[src/rtl/seq_magnitude_comparator.sv]
// Multi-cycle magnitude comparator: walks two operands most-significant chunk first,
// CHUNK bits per clock, and stops at the first differing chunk (signed or unsigned).
module seq_magnitude_comparator #(
  parameter int WIDTH = 32,
  parameter int CHUNK = 8,
  localparam int NCHUNK = WIDTH / CHUNK,
  localparam int CW = $clog2(NCHUNK) + 1
) (
  input  logic             clk,
  input  logic             reset,
  input  logic             start,
  input  logic             is_signed,
  input  logic [WIDTH-1:0] a,
  input  logic [WIDTH-1:0] b,
  output logic             busy,
  output logic             done,
  output logic             gt,
  output logic             eq,
  output logic             lt,
  output logic [CW-1:0]    cycles
);

  localparam int IW = (NCHUNK > 1) ? $clog2(NCHUNK) : 1;

  typedef enum logic [1:0] {
    S_IDLE    = 2'd0,
    S_COMPARE = 2'd1,
    S_DONE    = 2'd2
  } state_t;

  state_t           state_q, state_d;
  logic [WIDTH-1:0] a_q, a_d, b_q, b_d;
  logic             sgn_q, sgn_d;
  logic [IW-1:0]    idx_q, idx_d;
  logic [CW-1:0]    cnt_q, cnt_d;
  logic             gt_q, gt_d, eq_q, eq_d, lt_q, lt_d;
  logic [CW-1:0]    cyc_q, cyc_d;
  logic             busy_q, busy_d, done_q, done_d;

  logic [CHUNK-1:0] a_chunk_s, b_chunk_s;
  logic             top_s, chunk_gt_s, chunk_lt_s;
  logic [CW-1:0]    cnt_inc_s;

  assign a_chunk_s = a_q[idx_q*CHUNK +: CHUNK];
  assign b_chunk_s = b_q[idx_q*CHUNK +: CHUNK];
  assign top_s     = (idx_q == IW'(NCHUNK - 1));
  assign cnt_inc_s = cnt_q + CW'(1);

  // Chunk comparison; only the top chunk in signed mode looks at the sign bits.
  always_comb begin
    chunk_gt_s = 1'b0;
    chunk_lt_s = 1'b0;
    if (top_s && sgn_q && (a_chunk_s[CHUNK-1] != b_chunk_s[CHUNK-1])) begin
      chunk_gt_s = ~a_chunk_s[CHUNK-1];
      chunk_lt_s = a_chunk_s[CHUNK-1];
    end else begin
      chunk_gt_s = (a_chunk_s > b_chunk_s);
      chunk_lt_s = (a_chunk_s < b_chunk_s);
    end
  end

  // Next-state and next-output logic for the IDLE/COMPARE/DONE sequencer.
  always_comb begin
    state_d = state_q;
    a_d     = a_q;
    b_d     = b_q;
    sgn_d   = sgn_q;
    idx_d   = idx_q;
    cnt_d   = cnt_q;
    gt_d    = gt_q;
    eq_d    = eq_q;
    lt_d    = lt_q;
    cyc_d   = cyc_q;
    case (state_q)
      S_IDLE: begin
        if (start) begin
          a_d     = a;
          b_d     = b;
          sgn_d   = is_signed;
          idx_d   = IW'(NCHUNK - 1);
          cnt_d   = '0;
          gt_d    = 1'b0;
          eq_d    = 1'b0;
          lt_d    = 1'b0;
          cyc_d   = '0;
          state_d = S_COMPARE;
        end else begin
          state_d = S_IDLE;
        end
      end
      S_COMPARE: begin
        cnt_d = cnt_inc_s;
        if (chunk_gt_s || chunk_lt_s) begin
          gt_d    = chunk_gt_s;
          lt_d    = chunk_lt_s;
          cyc_d   = cnt_inc_s;
          state_d = S_DONE;
        end else if (idx_q == '0) begin
          eq_d    = 1'b1;
          cyc_d   = CW'(NCHUNK);
          state_d = S_DONE;
        end else begin
          idx_d   = idx_q - IW'(1);
          state_d = S_COMPARE;
        end
      end
      S_DONE: begin
        state_d = S_IDLE;
      end
      default: begin
        state_d = S_IDLE;
      end
    endcase
    busy_d = (state_d != S_IDLE);
    done_d = (state_d == S_DONE);
  end

  // State, operand and result registers.
  always_ff @(posedge clk or posedge reset) begin
    if (reset) begin
      state_q <= S_IDLE;
      a_q     <= '0;
      b_q     <= '0;
      sgn_q   <= 1'b0;
      idx_q   <= '0;
      cnt_q   <= '0;
      gt_q    <= 1'b0;
      eq_q    <= 1'b0;
      lt_q    <= 1'b0;
      cyc_q   <= '0;
      busy_q  <= 1'b0;
      done_q  <= 1'b0;
    end else begin
      state_q <= state_d;
      a_q     <= a_d;
      b_q     <= b_d;
      sgn_q   <= sgn_d;
      idx_q   <= idx_d;
      cnt_q   <= cnt_d;
      gt_q    <= gt_d;
      eq_q    <= eq_d;
      lt_q    <= lt_d;
      cyc_q   <= cyc_d;
      busy_q  <= busy_d;
      done_q  <= done_d;
    end
  end

  assign busy   = busy_q;
  assign done   = done_q;
  assign gt     = gt_q;
  assign eq     = eq_q;
  assign lt     = lt_q;
  assign cycles = cyc_q;

endmodule
[config.mk]
export PLATFORM = sky130hd
export DESIGN_NAME = seq_magnitude_comparator
export DESIGN_NICKNAME = d
export VERILOG_FILES = /design/src/rtl/seq_magnitude_comparator.sv
export SDC_FILE = /design/constraint.sdc
export NUM_CORES = 1
export LEC_CHECK = 0
export CAP_MARGIN = 20
export CORE_MARGIN = 2
export CORE_UTILIZATION = 40
export DETAILED_ROUTE_END_ITERATION = 8
export DONT_BUFFER_PORTS = 1
export GPL_TIMING_DRIVEN = 0
export PLACE_DENSITY_LB_ADDON = 0.3
export SETUP_SLACK_MARGIN = 0.1
export SLEW_MARGIN = 30
export SYNTH_ARGS = -nofsm -noshare
export SYNTH_HDL_FRONTEND = slang
export SYNTH_SLANG_ARGS = --single-unit
[constraint.sdc]
create_clock -name clk -period 4.4 [get_ports clk]
set_clock_uncertainty 0.2 [all_clocks]
set_input_delay 0.66 -clock clk [delete_from_list [all_inputs] [get_ports clk]]
set_output_delay 0.66 -clock clk [all_outputs]
set_load 0.1 [all_outputs]
* Word-level counts from Yosys, hierarchy flattened
Index checks and enable logic that the tools add are counted.
** Storage, ports and cells
- Register bits :: 80
- Input bits :: 68
- Output and inout port bits :: 8
- Word-level logic and storage cells :: 65
** Cells by class
- Add/subtract/negate cells :: 2
- Magnitude comparators :: 2
- Equal/unequal tests :: 10
- Shift-type cells :: 2
- Mux-type cells :: 23
- Bitwise logic cells :: 1
- Reductions and logical operators :: 13
** Operator list (count)
- $shiftx 32x6->8 :: 2
- $pmux 3 s2 :: 2
- $mux 2 :: 5
- $ne 2x2->1 const B :: 5
- $mux 3 :: 3
- $gt 8x8->1 :: 1
- $lt 8x8->1 :: 1
- $mux 1 :: 8
- $pmux 2 s2 :: 2
- $reduce_and 4->1 :: 2
- $pmux 1 s2 :: 3
- $reduce_and 3->1 :: 2
- $eq 2x2->1 const B :: 2
- $logic_not 2->1 :: 2
- $reduce_and 2->1 :: 2
- $reduce_bool 2->1 :: 2
- $add 3x1->3 const B :: 1
- $ne 3x3->1 const B :: 1
- $eq 2x1->1 const B :: 1
- $logic_and 1x1->1 :: 2
- $sub 2x1->2 const B :: 1
- $logic_or 1x1->1 :: 1
- $ne 1x1->1 :: 1
- $not 1->1 :: 1

* Logic depth before layout (Yosys ltp)
- Depth after elaboration :: 8
- Depth in mapped cells :: 10
- Mapped depth without buffers :: 8

* Least setup slack after synthesis
OpenSTA, ideal clock, no wires.
- Kind :: flip-flop to flip-flop
- From :: register idx_q[0]
- To :: register cyc_q[2] (netlist: cycles[2])
- Library setup time :: 0.125 ns
- Arrival time :: 2.549 ns
- Data required time :: 4.075 ns
- Setup slack :: 1.526 ns
- Stages on the path, launching flop included :: 10
- Buffers on the path :: 2
- Period minus slack after synthesis :: 2.874 ns
- Path through :: dfrtp_1 > buf_2 > buf_2 > mux4_2 > ha_1 > nand4_1 > nor3_1 > o31a_1 > nor2_2 > o221a_1
** On the way
- Cells in the longest elaborated chain, start to end :: 7
** Ends and longest elaborated chain
- from (decl) :: RTL line 34 : logic [IW-1:0] idx_q, idx_d;
- from (signal assigned) :: RTL line 138 : idx_q <= idx_d;
- branches (longest 7 deep; another with $gt 8x8->1)
- to (signal assigned) :: RTL line 143 : cyc_q <= cyc_d;
- to (decl) :: RTL line 37 : logic [CW-1:0] cyc_q, cyc_d;
Parallel ways; which one is timed is not known.
A chain may end at the register's enable or synchronous reset.

* Final worst setup path
- From :: register idx_q[1]
- To :: register cyc_q[2] (netlist: cycles[2])
The elaborated chain is that of the path after synthesis.

==> results.md <==
* Hpwl dp at 6.502 mm
* DR WL/cell at 17.12 um
* Fraction of layout cells with a size suffix above 1 at 11.71%
* Die span in y at 100.2 um
* Setup WS pre-CTS at 0.9923 ns
* DRC at 0
* Tcrit/Tclk final at 77.65%
* Vias per Instance at 5.121
* Max Slew Vio Count at 0
* PostCTS Resize Cnt at 0
* Drt pass-1 iters at 5
* Pint at 1561 uW
* Post-synth top cells: nand2_1, dfrtp_1, mux4_2, inv_1, ha_1
* Design area at 0.004075 mm^2
* Sequential share of the synthesized area at 54.04%
* TritonCTS buffer count at 9
* Setup Viol. Count Final at 0
* Sw frac at 39.28%
* Critical path launch point type: flop
* Number of setup buffers added after CTS at 0
* Critical Path RT at 4.44 ns
* Relative slew slack at 39.10%
* Clk sinks at 80
* Synth top area cells: dfrtp_1, nand2_1, mux4_2
* Post-Syn Nets at 471
* Status: completed
* Syn_area_per_cell at 9.451 um^2
* CTS tree: done
* P_leak at 0.002113 uW
* Clk pin slew, worst setup/hold paths at 0.09 ns
* DP Area at 0.003869 mm^2
* Clock buffer depth at 2
* Clock latency on the worst-skew pair at 0.36 ns
* Largest net degree at the start of global routing at 45
* Worst Slack Setup Final at 0.9834 ns
* Die footprint at 0.01005 mm^2
* Post-Syn Area at 0.003705 mm^2
* Unrepaired setup endpoints after global routing: false
* Max VDD drop at 215.6 uV
* Slew of the pin with the lowest slew margin at 0.9135 ns
* Die X-Extent at 100.2 um
* Yosys warns at 0
* Initial antenna violation count at 0
* Num rows at 35
* Fin cells at 521
* Setup_tns at 0 ns
* Async set-or-reset flop fraction in the synthesized netlist at 100.0%
* Critical path capture point type: flop
* GP Congestion at 0.8147
* Total GRT Usage at 19.30%
* Comb pwr share at 29.0%
* Final nets at 484
* Worst Path Max Fanout at 10
* Flop-to-flop setup slack at 0.98 ns
* Peak Freq at 292.7 MHz
* Worst Hold Class: input pin to flop
* Port buffer count at 0
* Starting Density at 40.67%
* Synth cell types at 34
* ANT cells at 0
* Syn Inst Count at 392
* IO Count at 76
* Total grt overflow at 0
* Dpl cells at 504
* H-tree depth at 3
* Critical path class: flop to flop
* Area fraction of the dominant cell type after synthesis at 54.04%
* Vias at 2668
* Starting DRT DRC Count at 164
* Drt total wl at 8.920 mm
* Number of routed nets with antenna violations at 0
* Area Growth Syn to Fin at 9.997%
* Clock Power Share at 21.0%
* Most frequent cell after synthesis: nand2_1
* Root Buffer: clkbuf_8
* Core Area at 0.009109 mm^2
* Total chip power at 2571 uW
* Worst EP arrival at 3.45 ns
* Reg power frac at 50.1%
* Primary FF master, synth: dfrtp_1
* Hold_buf cts at 1
* Final Hold Viols at 0
* # fillers at 896
* Vias in the first global route at 2819
* Net Switching at 1010 uW
* Dominant cell type by area after synthesis: dfrtp_1
* First-pass GRT wire length at 14.51 mm
* Number of synthesized flops with an enable pin at 0
* Crit path time final at 3.417 ns
* PwrDens at 630.8 mW/mm^2
* Synth Register Bits at 80
* Max cap viols at 0
[critical path, stage by stage (launching register included)]
cell and delay [ns]:
dfrtp_1 0.34, buf_2 0.29, buf_1 0.55, mux4_2 0.44, ha_1 0.32, nor2b_1 0.13
o211a_1 0.24, o31ai_2 0.35, nand2_1 0.16, o221a_1 0.28
[area by class of cell]
class / instances / area [um^2] / area share, %
flip-flops and latches: 80 / 2002 / 49.12
multi-input cells: 276 / 1555 / 38.16
well taps: 111 / 138.9 / 3.408
clock buffers: 9 / 123.9 / 3.040
plain buffers: 20 / 87.58 / 2.149
clock inverters: 7 / 72.57 / 1.781
inverters: 16 / 65.06 / 1.597
repair buffers: 2 / 30.03 / 0.7369
[metal layers]
layer / track usage, % / vias up / wire length, um
met1: 26.15 / 1290 / 3938
met2: 30.92 / 80 / 4331
met5: 0 / - / 0
li1: - / 1288 / -
met3: 3.621 / 10 / 514
met4: 7.587 / 0 / 135
[logic make-up (layout without fill, tap and decap cells)]
group | count (synthesis) | after routing | synth area share (%)
compound gates | 25 | 25 | 4.762
xor+xnor | 1 | 1 | 0.2364
fa+ha+maj | 11 | 11 | 3.715
buf+inv | 36 | 54 | 3.985
flops | 80 | 80 | 54.04
mux | 16 | 16 | 9.727
simple gates | 223 | 223 | 23.54
[power by group through the flow]
| stage | Sequential (uW) | Clock [uW] | Combinational [uW] |
|---|---|---|---|
| detailed placement | 1300 | 0 | 752 |
| floorplan | 1250 | 0 | 585 |
| finish | 1290 | 539 | 745 |
| global route | 1320 | 581 | 858 |
| global placement | 1290 | 0 | 720 |
| CTS | 1290 | 548 | 756 |
[registers in the layout, indices dropped and copies added, names as in the netlist, 2 cells and up]
register	count
cnt_q	3
b_q	32
idx_q	2
a_q	32
cycles	3
state_q	2
[stage by stage]
| step | utilization, % | hold WS, ns |
|---|---|---|
| 2_1_floorplan | - | 0.2403 |
| 3_3_place_gp | 42.20 | 0.2527 |
| 3_5_place_dp | 42.47 | 0.2583 |
| 4_1_cts | 44.74 | 0.1897 |
| 5_1_grt | 44.74 | 0.1953 |
| 6_report | 44.74 | 0.2009 |
[cell usage in the layout, fill, tap and decap left out, drive strengths merged, types with 5 or more instances in the layout]
| cell type | synthesis | layout |
|---|---|---|
| dfrtp | 80 | 80 |
| clkbuf | 9 | 18 |
| clkinv | 1 | 5 |
| inv | 15 | 15 |
| ha | 11 | 11 |
| nor2 | 7 | 7 |
| o21ai | 8 | 8 |
| buf | 11 | 12 |
| nand2 | 204 | 204 |
| mux4 | 16 | 16 |
| a21oi | 5 | 5 |
[worst paths after layout]
check                                startpoint  depth (start not counted)               endpoint
setup / recovery           idx_q[1]$_DFFE_PP0P_                          9  cycles[2]$_DFFE_PP0P_
hold / removal                            a[11]                          2    a_q[11]$_DFFE_PP0P_
hold reg to reg             a_q[26]$_DFFE_PP0P_                          2    a_q[26]$_DFFE_PP0P_
min in group asynchronous                 reset                          2     a_q[9]$_DFFE_PP0P_
setup reg to reg           idx_q[1]$_DFFE_PP0P_                          9  cycles[2]$_DFFE_PP0P_
max in group asynchronous                 reset                          3     b_q[3]$_DFFE_PP0P_
Note: power is estimated with default switching activity, not from simulation.
